## src/rtl/mitec2_pkg.sv

```systemverilog
// mitec2_pkg: shared state/bank encodings and default DRAM timing for the mitec2 DRAM timer
package mitec2_pkg;

    typedef enum logic [2:0] {IDLE, ROW, COL_SETUP, COL, REF, PRECHG, REF_CAS} state_t;
    typedef enum logic [1:0] {BANK_NONE, BANK1, BANK2} bank_t;

    localparam int DEF_T_RAS_MUX = 1;
    localparam int DEF_T_MUX_CAS = 1;
    localparam int DEF_T_RP      = 2;

    // A zero-cycle timing request still needs one clock to take effect
    function automatic int eff(input int p);
        return (p < 1) ? 1 : p;
    endfunction

endpackage

```

## src/rtl/mitec2_sync.sv

```systemverilog
// mitec2_sync: two-flop synchronizer for one asynchronous Z80 signal, resets to inactive high
module mitec2_sync (
    input  logic CLK,
    input  logic RESET_N,
    input  logic d,
    output logic q
);

    logic m;

    // Metastability filter: d -> m -> q
    always_ff @(posedge CLK) begin
        if (!RESET_N) {q, m} <= 2'b11;
        else          {q, m} <= {m, d};
    end

endmodule

```

## src/rtl/mitec2_dram_timer.sv

```systemverilog
// mitec2_dram_timer: RAS/CAS/MUX/RAMA7/WAIT sequencer for mitec2 cartridge DRAM
// Optional CAS-before-RAS refresh: define DRAM_CBR_REFRESH_EN
module mitec2_dram_timer
    import mitec2_pkg::*;
#(
    parameter int T_RAS_MUX = DEF_T_RAS_MUX,
    parameter int T_MUX_CAS = DEF_T_MUX_CAS,
    parameter int T_RP      = DEF_T_RP
) (
    input  logic CLK,
    input  logic RESET_N,
    input  logic MREQ,
    input  logic RD,
    input  logic WR,
    input  logic RFSH,
    input  logic A6,
    input  logic A7,
    input  logic A14,
    input  logic A15,
    output logic RAS1,
    output logic RAS2,
    output logic CAS1,
    output logic CAS2,
    output logic MUX,
    output logic RAMA7,
    output logic WAIT
);

    localparam int TRM  = eff(T_RAS_MUX);
    localparam int TMC  = eff(T_MUX_CAS);
    localparam int TRP  = eff(T_RP);
    localparam int MAXP = (TRM > TMC) ? ((TRM > TRP) ? TRM : TRP) : ((TMC > TRP) ? TMC : TRP);
    localparam int CW   = $clog2(MAXP + 1);

    logic [7:0] raw, syn;
    logic mreq_s, rd_s, wr_s, rfsh_s, a6_s, a7_s, a14_s, a15_s;
    logic unused_ok;
    bank_t hit, bank;
    state_t state;
    logic [CW-1:0] cnt;

    assign raw = {MREQ, RD, WR, RFSH, A6, A7, A14, A15};
    assign {mreq_s, rd_s, wr_s, rfsh_s, a6_s, a7_s, a14_s, a15_s} = syn;
    assign unused_ok = &{1'b0, a6_s};
    assign hit = !a15_s ? BANK_NONE : a14_s ? BANK2 : BANK1;

    genvar i;
    generate
        for (i = 0; i < 8; i++) begin : g_sync
            mitec2_sync u_sync (.CLK(CLK), .RESET_N(RESET_N), .d(raw[i]), .q(syn[i]));
        end
    endgenerate

    // Access/refresh/precharge sequencer; every strobe is registered alongside the state
    always_ff @(posedge CLK) begin
        if (!RESET_N) begin
            state <= IDLE;
            cnt   <= '0;
            bank  <= BANK_NONE;
            {RAS1, RAS2, CAS1, CAS2} <= 4'b1111;
            MUX   <= 1'b0;
            RAMA7 <= 1'b1;
            WAIT  <= 1'b1;
        end else begin
            WAIT <= 1'b1;
            case (state)
                IDLE: begin
                    if (!mreq_s && rfsh_s && hit != BANK_NONE) begin
                        state <= ROW;
                        cnt   <= '0;
                        bank  <= hit;
                        RAS1  <= hit != BANK1;
                        RAS2  <= hit != BANK2;
                        MUX   <= 1'b0;
                        RAMA7 <= a7_s;
                    end else if (!mreq_s && !rfsh_s) begin
                        MUX <= 1'b0;
`ifdef DRAM_CBR_REFRESH_EN
                        state <= REF_CAS;
                        {CAS1, CAS2} <= 2'b00;
                        RAMA7 <= 1'b1;
`else
                        state <= REF;
                        {RAS1, RAS2} <= 2'b00;
                        RAMA7 <= a7_s;
`endif
                    end
                end
                PRECHG: begin
                    if (cnt == CW'(TRP - 1)) begin
                        state <= IDLE;
                        cnt   <= '0;
                    end else begin
                        cnt  <= cnt + 1'b1;
                        WAIT <= !(!mreq_s && (hit != BANK_NONE || !rfsh_s));
                    end
                end
                default: begin
                    if (mreq_s || ((state == REF || state == REF_CAS) && rfsh_s)) begin
                        state <= PRECHG;
                        cnt   <= '0;
                        {RAS1, RAS2, CAS1, CAS2} <= 4'b1111;
                        MUX   <= 1'b0;
                        RAMA7 <= 1'b1;
                    end else if (state == REF_CAS) begin
                        state <= REF;
                        {RAS1, RAS2} <= 2'b00;
                    end else if (state == ROW) begin
                        if (cnt == CW'(TRM - 1)) begin
                            state <= COL_SETUP;
                            cnt   <= '0;
                            MUX   <= 1'b1;
                            RAMA7 <= 1'b1;
                        end else begin
                            cnt <= cnt + 1'b1;
                        end
                    end else if (state == COL_SETUP) begin
                        if (cnt != CW'(TMC - 1)) begin
                            cnt <= cnt + 1'b1;
                        end else if (!rd_s || !wr_s) begin
                            state <= COL;
                            CAS1  <= bank != BANK1;
                            CAS2  <= bank != BANK2;
                        end
                    end
                end
            endcase
        end
    end

endmodule
```

## config.mk

```make
export PLATFORM = sky130hd
export DESIGN_NAME = mitec2_dram_timer
export DESIGN_NICKNAME = d
export VERILOG_FILES = /design/src/rtl/mitec2_pkg.sv /design/src/rtl/mitec2_sync.sv /design/src/rtl/mitec2_dram_timer.sv
export SDC_FILE = /design/constraint.sdc
export NUM_CORES = 1
export LEC_CHECK = 0
export CORE_MARGIN = 1
export CORE_UTILIZATION = 40
export CTS_BUF_LIST = sky130_fd_sc_hd__clkbuf_4 sky130_fd_sc_hd__clkbuf_8
export CTS_CLUSTER_SIZE = 8
export DETAILED_ROUTE_END_ITERATION = 10
export PLACE_DENSITY_LB_ADDON = 0.05
export SETUP_SLACK_MARGIN = 0.1
export SLEW_MARGIN = 40
export SYNTH_ARGS = -nofsm -noshare
export SYNTH_HDL_FRONTEND = slang
export SYNTH_SLANG_ARGS = --single-unit
export TNS_END_PERCENT = 20
```

## constraint.sdc

```tcl
create_clock -name CLK -period 4 [get_ports CLK]
set_input_delay 0.8 -clock CLK [delete_from_list [all_inputs] [get_ports CLK]]
set_output_delay 0.8 -clock CLK [all_outputs]
set_load 0.02 [all_outputs]
```

* Word level (Yosys, flattened, before mapping)
Cells that the tools add are included.
Word-level totals: register bits after elaboration 28, latch bits 0, bits in writable memories 0, ROM bits 0, logic and storage cells 134, memories 0
Cells by class: add/subtract/negate cells 1, multiply operators 0, divide/modulo/power cells 0, $lt $le $gt $ge 0, equality and inequality tests 20, shift-type cells 0, multiplexer cells 51, bitwise operators 3, reduce and logical (&&, ||, !) cells 35
Operators by type and width (number):
- $mux 3 | 10
- $mux 1 | 25
- $mux 2 | 10
- $ne 2x2->1 const B | 6
- $reduce_and 6->1 | 2
- $reduce_bool 6->1 | 2
- $reduce_bool 5->1 | 2
- $eq 3x3->1 const B | 3
- $reduce_bool 3->1 | 3
- $pmux 1 s2 | 4
- $reduce_bool 2->1 | 4
- $ne 2x1->1 const B | 3
- $ne 6x3->1 const B | 1
- $ne 6x4->1 const B | 1
- $pmux 3 s2 | 1
- $logic_and 1x1->1 | 5
- $logic_not 1->1 | 5
- $reduce_and 5->1 | 1
- $logic_or 1x1->1 | 4
- $ne 4x1->1 const B | 1
- $pmux 2 s2 | 1
- $reduce_and 4->1 | 1
- $eq 3x1->1 const B | 1
- $eq 3x2->1 const B | 1
- 11 further kinds | 13

* Depth between registers and ports, before layout
Gate-level depths: netlist of run 1.
word-level depth 9, gate-level depth with buffers 7

* Hierarchy
Synthesis of run 1 repeated with hierarchy kept, for this count alone.
Unflattened totals: cell total of the unflattened synthesis 151, area total of the unflattened synthesis 1363.8 µm²
Modules (own cells, without submodules):
- mitec2_dram_timer | times used 1, cells each 123, area an instance 996.0 µm², seq. area each 280.3 µm²
- mitec2_sync | times used 7, cells each 4, area an instance 52.6 µm², seq. area each 40.0 µm²

* Least setup slack after synthesis of run 1
OpenSTA, ideal clock, no wires.
path kind input-to-reg, start in RESET_N, end reg RAS2, library setup time 0.123 ns, arrival time 1.489 ns, required time 3.877 ns, slack 2.387 ns, stages 3, buffers on the path 1, cells stage by stage clkbuf_1 -> o221ai_1 -> mux2_1
RTL lines:
- from (decl) | RTL line mitec2_dram_timer.sv:11 | input logic RESET_N,
- to (signal assigned) | RTL line mitec2_dram_timer.sv:60 | {RAS1, RAS2, CAS1, CAS2} <= 4'b1111;
- to (signal assigned) | RTL line mitec2_dram_timer.sv:73 | RAS2 <= hit != BANK2;
- to (signal assigned) | RTL line mitec2_dram_timer.sv:84 | {RAS1, RAS2} <= 2'b00;
- to (decl) | RTL line mitec2_dram_timer.sv:21 | output logic RAS2,

* Worst setup path in the final report of run 1
start reg state[0], end reg cnt[0]
Between the ends: longest elaborated chain between the ends 6
RTL lines:
- from (decl) | RTL line mitec2_dram_timer.sv:39 | state_t state;
- from (signal assigned) | RTL line mitec2_dram_timer.sv:57 | state <= IDLE;
- from (signal assigned) | RTL line mitec2_dram_timer.sv:69 | state <= ROW;
- from (signal assigned) | RTL line mitec2_dram_timer.sv:83 | state <= REF;
- $eq 3x3->1 (on tied branches) | RTL line mitec2_dram_timer.sv:99, mitec2_dram_timer.sv:105
- $logic_or 1x1->1 | RTL line mitec2_dram_timer.sv:99 | if (mreq_s || ((state == REF || state == REF_CAS) && rfsh_s)) begin
- $logic_and 1x1->1 | RTL line mitec2_dram_timer.sv:99
- $logic_or 1x1->1 | RTL line mitec2_dram_timer.sv:99
- $ne 4x1->1 (no line) (tied with other cells)
- $reduce_and 4->1 (no line) or $pmux 2 s2 (tied branches)
- to (signal assigned) | RTL line mitec2_dram_timer.sv:94 | cnt <= cnt + 1'b1;
- to (signal assigned) | RTL line mitec2_dram_timer.sv:115 | cnt <= cnt + 1'b1;
- to (signal assigned) | RTL line mitec2_dram_timer.sv:119 | cnt <= cnt + 1'b1;
- to (decl) | RTL line mitec2_dram_timer.sv:40 | logic [CW-1:0] cnt;
Several ways; a longest one is shown, not always the timed one. The select of a mux whose other input is x is not followed. A chain may end at the register's enable or synchronous reset.

==> results.json, run 1 <==
{
  "grt_pass1_wl_um": 4540,
  "crit_type": "flop to flop",
  "cts_resized": 0,
  "p_per_area_nw_per_um2": 597.1,
  "cp_data_required_time_ps": 4220,
  "status": "finished clean",
  "cts.path.max_buffers": 2,
  "leakagePower_nw": 0.5920,
  "setup_viol": 0,
  "synthFlopType": "dfxtp_1",
  "synth_area_sq_um": 1338,
  "cts_buffers": 3,
  "io_buffers": 15,
  "slowest_delay_ps": 760,
  "tightest_slew_ps": 655.9,
  "vdd_ir_drop_max_uv": 199.3,
  "die_h_um": 59.83,
  "reg2reg_to": "cnt[0]$_SDFFE_PN0P_",
  "grt_use_total": 0.1673,
  "ant_nets": 0,
  "synth_cells": 149,
  "skew_ps": 10.52,
  "arrival_ps": 2360,
  "timing_hold_violations_final": 0,
  "hold_buffers": 0,
  "drt-total-wl_um": 2666,
  "start_util": 0.4310,
  "max_freq_ghz": 0.4661,
  "coreArea_sq_um": 3103,
  "overflow": 0,
  "die_area_sq_um": 3579,
  "post_dp_cell_area_sq_um": 1506,
  "holdPathStages": 1,
  "fin_crit_sh": 0.5363,
  "ys_warn_count": 0,
  "synth.yosys.seq_area_share": 0.4191,
  "diodes": 0,
  "endpoint_kind": "flop",
  "gp_congestion": 0.7946,
  "postCtsSetupBuffers": 0,
  "drt-vias-per-instance": 5.289,
  "critPathMaxFanout": 19,
  "rr_worst_depth": 5,
  "finalSetupTns_ps": 0,
  "grt_setup_unrepaired": "false",
  "cts_tree": "done",
  "drt_iter0_markers": 112,
  "vias": 1079,
  "dieWidth_um": 59.83,
  "avgSynthCellArea_sq_um": 8.977,
  "ys_ff_latch": 28,
  "syn2layout_area_growth_pct": 16.56,
  "synth_cell_types": 47,
  "start_kind": "flop",
  "drv_cap": 0,
  "wl_per_cell_um": 13.07,
  "numClockSinks": 28,
  "rows": 20,
  "slew_viol_final": 0,
  "cts_max_level": 1,
  "ff_latch_area_sq_um": 560.5,
  "multiInputGateArea_sq_um": 718.2,
  "clk_latency_ps": 320,
  "io-pin-count": 17,
  "clk_pin_slew_ps": 150,
  "syn_nets": 162,
  "grt_max_degree": 20,
  "synthTopCellsByArea": "dfxtp_1, nand2b_1, nand2_1",
  "period_needed_ps": 2145,
  "r2r_start": "state[0]$_SDFFE_PN0P_",
  "dr.pass1.iters": 4,
  "holdPathEnd": "g_sync[0].u_sync.q$_SDFF_PN1_",
  "postLayoutCellArea_sq_um": 1559,
  "synth.largest_area_cell": "dfxtp_1",
  "min_path_type": "flop to flop",
  "num-nets-final": 174,
  "clockRootBuffer": "clkbuf_4",
  "fin_util": 0.5024,
  "antenna_found_initial": 0,
  "dp_hpwl_um": 1853,
  "hold_start": "g_sync[0].u_sync.m$_SDFF_PN1_",
  "synth_edf_count": 0,
  "synth.top_cell.area_share": 0.4191,
  "drive_gt1_frac": 0.06875,
  "grt_pass1_vias": 1004,
  "synthArstFlopShare": 0,
  "crit_slowest_cell": "dfxtp_1",
  "drc_errors": 0,
  "slew_headroom": 0.5627,
  "r2r_slack_ps": 1850,
  "cp_cell_sequence": "nor2b_1, a21oi_1, a22oi_1, o21ai_0, a31oi_1",
  "nFillCells": 317
}
==> final cells by class <==
class	instances	area share
inverter	4	0.009631
timing repair buffer	16	0.1011
tap	44	0.03531
multi-input combinational	108	0.4607
sequential	28	0.3595
clock inverter	1	0.01926
clock buffer	3	0.01445
==> worst max-delay path, delay by kind of cell (launching register included) <==
family | cells | cell delay (ps)
AND/OR/NAND/NOR | 1 | 130
flip-flops | 1 | 760
AO/OA/AOI/OAI | 4 | 1140
==> Yosys cell counts (2+ instances only) <==
master / count
a21oi_1: 4
o21ai_1: 4
mux2i_1: 4
o211ai_1: 2
mux2_1: 2
nor3_1: 2
nor2_1: 11
clkbuf_1: 5
inv_1: 3
nand3_1: 2
nand2_1: 11
a31oi_1: 4
buf_2: 2
dfxtp_1: 28
o21ai_0: 7
a21o_1: 2
nor2b_1: 5
a22oi_1: 2
and4b_1: 2
nand2b_1: 16
o311ai_0: 2
ha_1: 3
o21a_1: 2
==> logic make-up after synthesis <==
| logic type | after synthesis | share of synthesized area |
|---|---|---|
| flops | 28 | 0.4191 |
| fa+ha+maj | 3 | 0.02807 |
| mux | 6 | 0.04677 |
| simple gates | 59 | 0.2573 |
| compound gates | 40 | 0.2049 |
| buf+inv | 13 | 0.04396 |
==> state kept, by name, summed over array words and instances (netlist names) <==
| signal | flops |
|---|---|
| CAS1 | 1 |
| CAS2 | 1 |
| MUX | 1 |
| RAMA7 | 1 |
| RAS1 | 1 |
| RAS2 | 1 |
| WAIT | 1 |
| bank | 2 |
| cnt | 2 |
| g_sync.u_sync.m | 7 |
| g_sync.u_sync.q | 7 |
| state | 3 |
==> metrics by stage <==
step | setup slack (ps) | hold slack, ps | total power, W | cells
floorplan | 2387 | 386.3 | 0.0006619 | 149
global placement | 1666 | 391.7 | 0.0007421 | 200
detailed placement | 1649 | 395.9 | 0.0007512 | 200
CTS | 1833 | 430.1 | 0.0009374 | 204
global route | 1651 | 444.8 | 0.0009974 | 204
finish | 1855 | 425.1 | 0.0009309 | 204
==> how the worst max path moves through the flow <==
stage                     slack, ps                   from                  end  depth (start not counted)
after floorplan                2390                RESET_N    RAS2$_SDFFE_PN1P_                          3
after global placement         1670                RESET_N   RAMA7$_SDFFE_PN1P_                          4
after detailed placement       1650                RESET_N   RAMA7$_SDFFE_PN1P_                          4
after CTS                      1830  state[0]$_SDFFE_PN0P_  cnt[0]$_SDFFE_PN0P_                          5
after global routing           1650  state[0]$_SDFFE_PN0P_  cnt[0]$_SDFFE_PN0P_                          5
final                          1850  state[0]$_SDFFE_PN0P_  cnt[0]$_SDFFE_PN0P_                          5
==> where the power goes <==
group	switching, W	total (W)	internal [W]
sequential	0.0000660	0.000385	0.000319
combinational	0.000198	0.000364	0.000167
clock	0.0000802	0.000181	0.000101
==> cell usage in the layout (no fill, tap or decap), types with 4 or more instances in the layout <==
master / count
o21ai_0: 7
nor2_1: 11
nor2b_1: 5
clkdlybuf4s50_1: 15
nand2_1: 11
nand2b_1: 16
dfxtp_1: 28
a31oi_1: 4
a21oi_1: 4
o21ai_1: 4
mux2i_1: 4
==> per-layer routing <==
layer	global-route usage	part of all wire
met2	0.2746	0.47
met3	0.02381	0.039
met4	0.04983	0.011
met1	0.2270	0.48
met5	0	0
Note: power is estimated with default switching activity, not from simulation.
==> run 2: changes to the inputs <==
==> constraint.sdc (replaced) <==
create_clock -name CLK -period 2 [get_ports CLK]
set_input_delay 0.4 -clock CLK [delete_from_list [all_inputs] [get_ports CLK]]
set_output_delay 0.4 -clock CLK [all_outputs]
set_load 0.02 [all_outputs]
==> results.json, run 2 (synthesized netlist as in run 1, its figures left out) <==
{
  "cts_max_level": 1,
  "leakagePower_nw": 0.6420,
  "skew_ps": 8.454,
  "drc_errors": 0,
  "slowest_delay_ps": 610,
  "slew_headroom": 0.7146,
  "status": "finished clean",
  "vias": 1137,
  "min_path_type": "flop to flop",
  "drive_gt1_frac": 0.1243,
  "drt-vias-per-instance": 5.338,
  "clk_pin_slew_ps": 160,
  "overflow": 0,
  "critPathMaxFanout": 12,
  "coreArea_sq_um": 3103,
  "die_area_sq_um": 3579,
  "rows": 20,
  "cp_data_required_time_ps": 2230,
  "ff_latch_area_sq_um": 560.5,
  "io_buffers": 15,
  "holdPathStages": 1,
  "arrival_ps": 2030,
  "gp_congestion": 0.8174,
  "io-pin-count": 17,
  "antenna_found_initial": 0,
  "grt_pass1_vias": 1073,
  "pre_cts_ws_ps": 221.8,
  "dr.pass1.iters": 4,
  "slew_viol_final": 0,
  "timing_hold_violations_final": 0,
  "diodes": 0,
  "postCtsSetupBuffers": 0,
  "period_needed_ps": 1807,
  "p_total_w": 0.001944,
  "post_dp_cell_area_sq_um": 1587,
  "ant_nets": 0,
  "dp_hpwl_um": 1988,
  "start_kind": "flop",
  "nFillCells": 327,
  "grt_setup_unrepaired": "true",
  "syn2layout_area_growth_pct": 22.92,
  "die_h_um": 59.83,
  "endpoint_kind": "flop",
  "rr_worst_depth": 3,
  "wl_per_cell_um": 13.32,
  "grt_max_degree": 23,
  "finalSetupTns_ps": 0,
  "grt_pass1_wl_um": 4781,
  "grt_use_total": 0.1800,
  "fin_crit_sh": 0.9037,
  "max_freq_ghz": 0.5533,
  "crit_type": "flop to flop",
  "numClockSinks": 28,
  "worst_slack_ps": 192.6,
  "cts_buffers": 3,
  "crit_slowest_cell": "dfxtp_1",
  "cts.path.max_buffers": 2,
  "drt_iter0_markers": 95,
  "clk_latency_ps": 330,
  "final_common_cell": "dfxtp_1",
  "finalHoldWorstSlack_ps": 425.8,
  "num-nets-final": 183,
  "setup_viol": 0,
  "drv_cap": 0,
  "p_per_area_nw_per_um2": 1182,
  "start_util": 0.4310,
  "final_cell_mix": "dfxtp_1, nand2b_1, clkdlybuf4s50_1, nand2_1, nor2_1",
  "dieWidth_um": 59.83,
  "vdd_ir_drop_max_uv": 543.9,
  "multiInputGateArea_sq_um": 723.2,
  "tightest_slew_ps": 425.8,
  "clockRootBuffer": "clkbuf_4",
  "drt-total-wl_um": 2838,
  "cp_cell_sequence": "inv_2, or4_4, or4b_1",
  "postLayoutCellArea_sq_um": 1644,
  "cts_tree": "done"
}
-- run 2: final timing paths --
path / startpoint / end / slack, ps
setup / recovery: state[0]$_SDFFE_PN0P_ / WAIT$_SDFF_PP1_ / 190
hold / removal: g_sync[7].u_sync.m$_SDFF_PN1_ / g_sync[7].u_sync.q$_SDFF_PN1_ / 430
setup reg to reg: state[0]$_SDFFE_PN0P_ / WAIT$_SDFF_PP1_ / 190
hold reg to reg: g_sync[7].u_sync.m$_SDFF_PN1_ / g_sync[7].u_sync.q$_SDFF_PN1_ / 430
-- run 2: final cells by class --
class | count | share of cell area
inverters | 4 | 0.009132
well taps | 44 | 0.03349
clock inverters | 1 | 0.01826
repair buffers | 25 | 0.1446
flip-flops and latches | 28 | 0.3409
multi-input cells | 108 | 0.4399
clock buffers | 3 | 0.01370
-- run 2: repair_timing --
action / in CTS / in global routing
resized for setup: 0 / 1
endpoints found under the setup margin: 0 / 4
hold buffers: 0 / 0
-- run 2: metal layers --
metal  GRT usage  vias to the layer above  part of all wire
met5           0                        -                 0
met4     0.03987                        0            0.0063
met3     0.03896                        2             0.039
met2      0.3175                       24              0.48
met1      0.2227                      536              0.47
li1            -                      575                 -
-- run 2: worst max-delay path: cells and delay by family, from the launching register on --
| family | cells | cell delay [ps] |
|---|---|---|
| buf+inv | 1 | 70 |
| flops | 1 | 610 |
| simple gates | 2 | 1030 |
-- run 2: through the flow --
step | util | instances
final | 0.5298 | 213
after global routing | 0.5298 | 213
after CTS | 0.5282 | 213
after detailed placement | 0.5113 | 209
after global placement | 0.5113 | 209
after floorplan | - | 149
-- run 2: power by group --
part           internal, W  switching, W  total [W]
clock             0.000203      0.000178   0.000380
sequential        0.000638     0.0000724   0.000711
combinational     0.000383      0.000470   0.000853
==> run 3: changes to the inputs <==
--- a/config.mk
+++ b/config.mk
@@ -10,6 +10,7 @@
 export CTS_BUF_LIST = sky130_fd_sc_hd__clkbuf_4 sky130_fd_sc_hd__clkbuf_8
 export CTS_CLUSTER_SIZE = 8
 export DETAILED_ROUTE_END_ITERATION = 10
+export HOLD_SLACK_MARGIN = 0.05
 export PLACE_DENSITY_LB_ADDON = 0.05
 export SETUP_SLACK_MARGIN = 0.1
 export SLEW_MARGIN = 40
==> constraint.sdc (replaced) <==
create_clock -name CLK -period 2.04 [get_ports CLK]
set_input_delay 0.408 -clock CLK [delete_from_list [all_inputs] [get_ports CLK]]
set_output_delay 0.408 -clock CLK [all_outputs]
set_load 0.02 [all_outputs]
==> results.json, run 3 (synthesized netlist as in run 1, its figures left out) <==
{
  "ff_latch_area_sq_um": 560.5,
  "cellInternalPower_w": 0.001193,
  "p_per_area_nw_per_um2": 1163,
  "io-pin-count": 17,
  "postCtsSetupBuffers": 0,
  "syn2layout_area_growth_pct": 20.86,
  "dp_hpwl_um": 1883,
  "cts.path.max_buffers": 2,
  "drt-total-wl_um": 2674,
  "num-nets-final": 181,
  "cp_data_required_time_ps": 2260,
  "final_cell_mix": "dfxtp_1, nand2b_1, clkdlybuf4s50_1, nand2_1, nor2_1",
  "die_h_um": 59.83,
  "dieWidth_um": 59.83,
  "numClockSinks": 28,
  "timing_hold_violations_final": 0,
  "drt-vias-per-instance": 5.370,
  "period_needed_ps": 1810,
  "gp_congestion": 0.8388,
  "multiInputGateArea_sq_um": 723.2,
  "drv_cap": 0,
  "cts_buffers": 3,
  "drive_gt1_frac": 0.1138,
  "fin_util": 0.5210,
  "cts_tree": "done",
  "rows": 20,
  "hold_start": "g_sync[4].u_sync.m$_SDFF_PN1_",
  "ant_nets": 0,
  "postLayoutCellArea_sq_um": 1617,
  "min_path_type": "flop to flop",
  "r2r_start": "state[0]$_SDFFE_PN0P_",
  "dr.pass1.iters": 4,
  "status": "finished clean",
  "grt_use_total": 0.1691,
  "arrival_ps": 2030,
  "io_buffers": 15,
  "seqPwrFrac": 0.373,
  "critPathMaxFanout": 12,
  "vdd_ir_drop_max_uv": 472.6,
  "start_kind": "flop",
  "overflow": 0,
  "diodes": 0,
  "cp_cell_sequence": "inv_2, or4_4, or4b_1",
  "swShare": 0.3656,
  "slew_viol_final": 0,
  "cp-startpoint": "state[0]$_SDFFE_PN0P_",
  "vias": 1133,
  "antenna_found_initial": 0,
  "start_util": 0.4310,
  "clk_latency_ps": 330,
  "die_area_sq_um": 3579,
  "crit_type": "flop to flop",
  "cts_max_level": 1,
  "final_common_cell": "dfxtp_1",
  "drt_iter0_markers": 92,
  "grt_max_degree": 23,
  "grt_pass1_vias": 1019,
  "max_freq_ghz": 0.5525,
  "endpoint_kind": "flop",
  "slowest_delay_ps": 610,
  "skew_ps": 6.868,
  "finalSetupTns_ps": 0,
  "clk_pin_slew_ps": 150,
  "tightest_slew_ps": 487.8,
  "crit_slowest_cell": "dfxtp_1",
  "slew_headroom": 0.6743,
  "clockRootBuffer": "clkbuf_4",
  "post_dp_cell_area_sq_um": 1559,
  "coreArea_sq_um": 3103,
  "pwr-share-clk": 0.194,
  "pwr-share-comb": 0.433,
  "nFillCells": 313,
  "drc_errors": 0,
  "leakagePower_nw": 0.6265,
  "wl_per_cell_um": 12.67,
  "grt_pass1_wl_um": 4526,
  "setup_viol": 0,
  "p_switching_w": 0.0006875,
  "grt_setup_unrepaired": "false",
  "fin_crit_sh": 0.8872
}
## run 3: final timing paths
check / endpoint / cells after the start / slack (ps)
worst min register to register: g_sync[4].u_sync.q$_SDFF_PN1_ / 1 / 420
worst max register to register: WAIT$_SDFF_PP1_ / 3 / 230
worst max-delay path: WAIT$_SDFF_PP1_ / 3 / 230
worst min-delay path: g_sync[4].u_sync.q$_SDFF_PN1_ / 1 / 420
## run 3: area by class of cell
class,instances,area share
repair buffers,23,0.1300
inverters,4,0.009288
multi-input cells,108,0.4474
clock inverters,1,0.01858
well taps,44,0.03406
flip-flops and latches,28,0.3467
clock buffers,3,0.01393
## run 3: repair_timing
item | 4_1_cts | 5_1_grt
hold buffers | 0 | 0
gates resized for setup | 0 | 1
setup endpoints to repair | 0 | 1
## run 3: per-layer routing
layer,global-route usage,wire (um),up-vias
li1,-,-,568
met1,0.2213,1295,531
met2,0.2762,1222,32
met3,0.04113,137,2
met4,0.04651,19,0
met5,0,0,-
## run 3: critical path, delay by kind of cell (launching register included)
family        cells  cell delay, ps
buf+inv           1              60
simple gates      2            1020
flops             1             610
## run 3: stage by stage
step / instances / total power, W / hold slack, ps / setup slack [ps]
floorplan: 149 / 0.001298 / 386.3 / 461.5
global placement: 207 / 0.001502 / 389.6 / 293.8
detailed placement: 207 / 0.001512 / 390.9 / 273.8
CTS: 211 / 0.001889 / 425.2 / 242.2
global route: 211 / 0.002018 / 447.7 / 110.0
finish: 211 / 0.001880 / 417.5 / 230.1
## run 3: power by group through the flow
stage          combinational [W]  clock (W)  sequential [W]
4_1_cts                 0.000804   0.000384        0.000700
2_1_floorplan           0.000597          0        0.000701
3_3_place_gp            0.000793          0        0.000710
6_report                0.000813   0.000365        0.000702
3_5_place_dp            0.000801          0        0.000711
5_1_grt                 0.000901   0.000404        0.000713
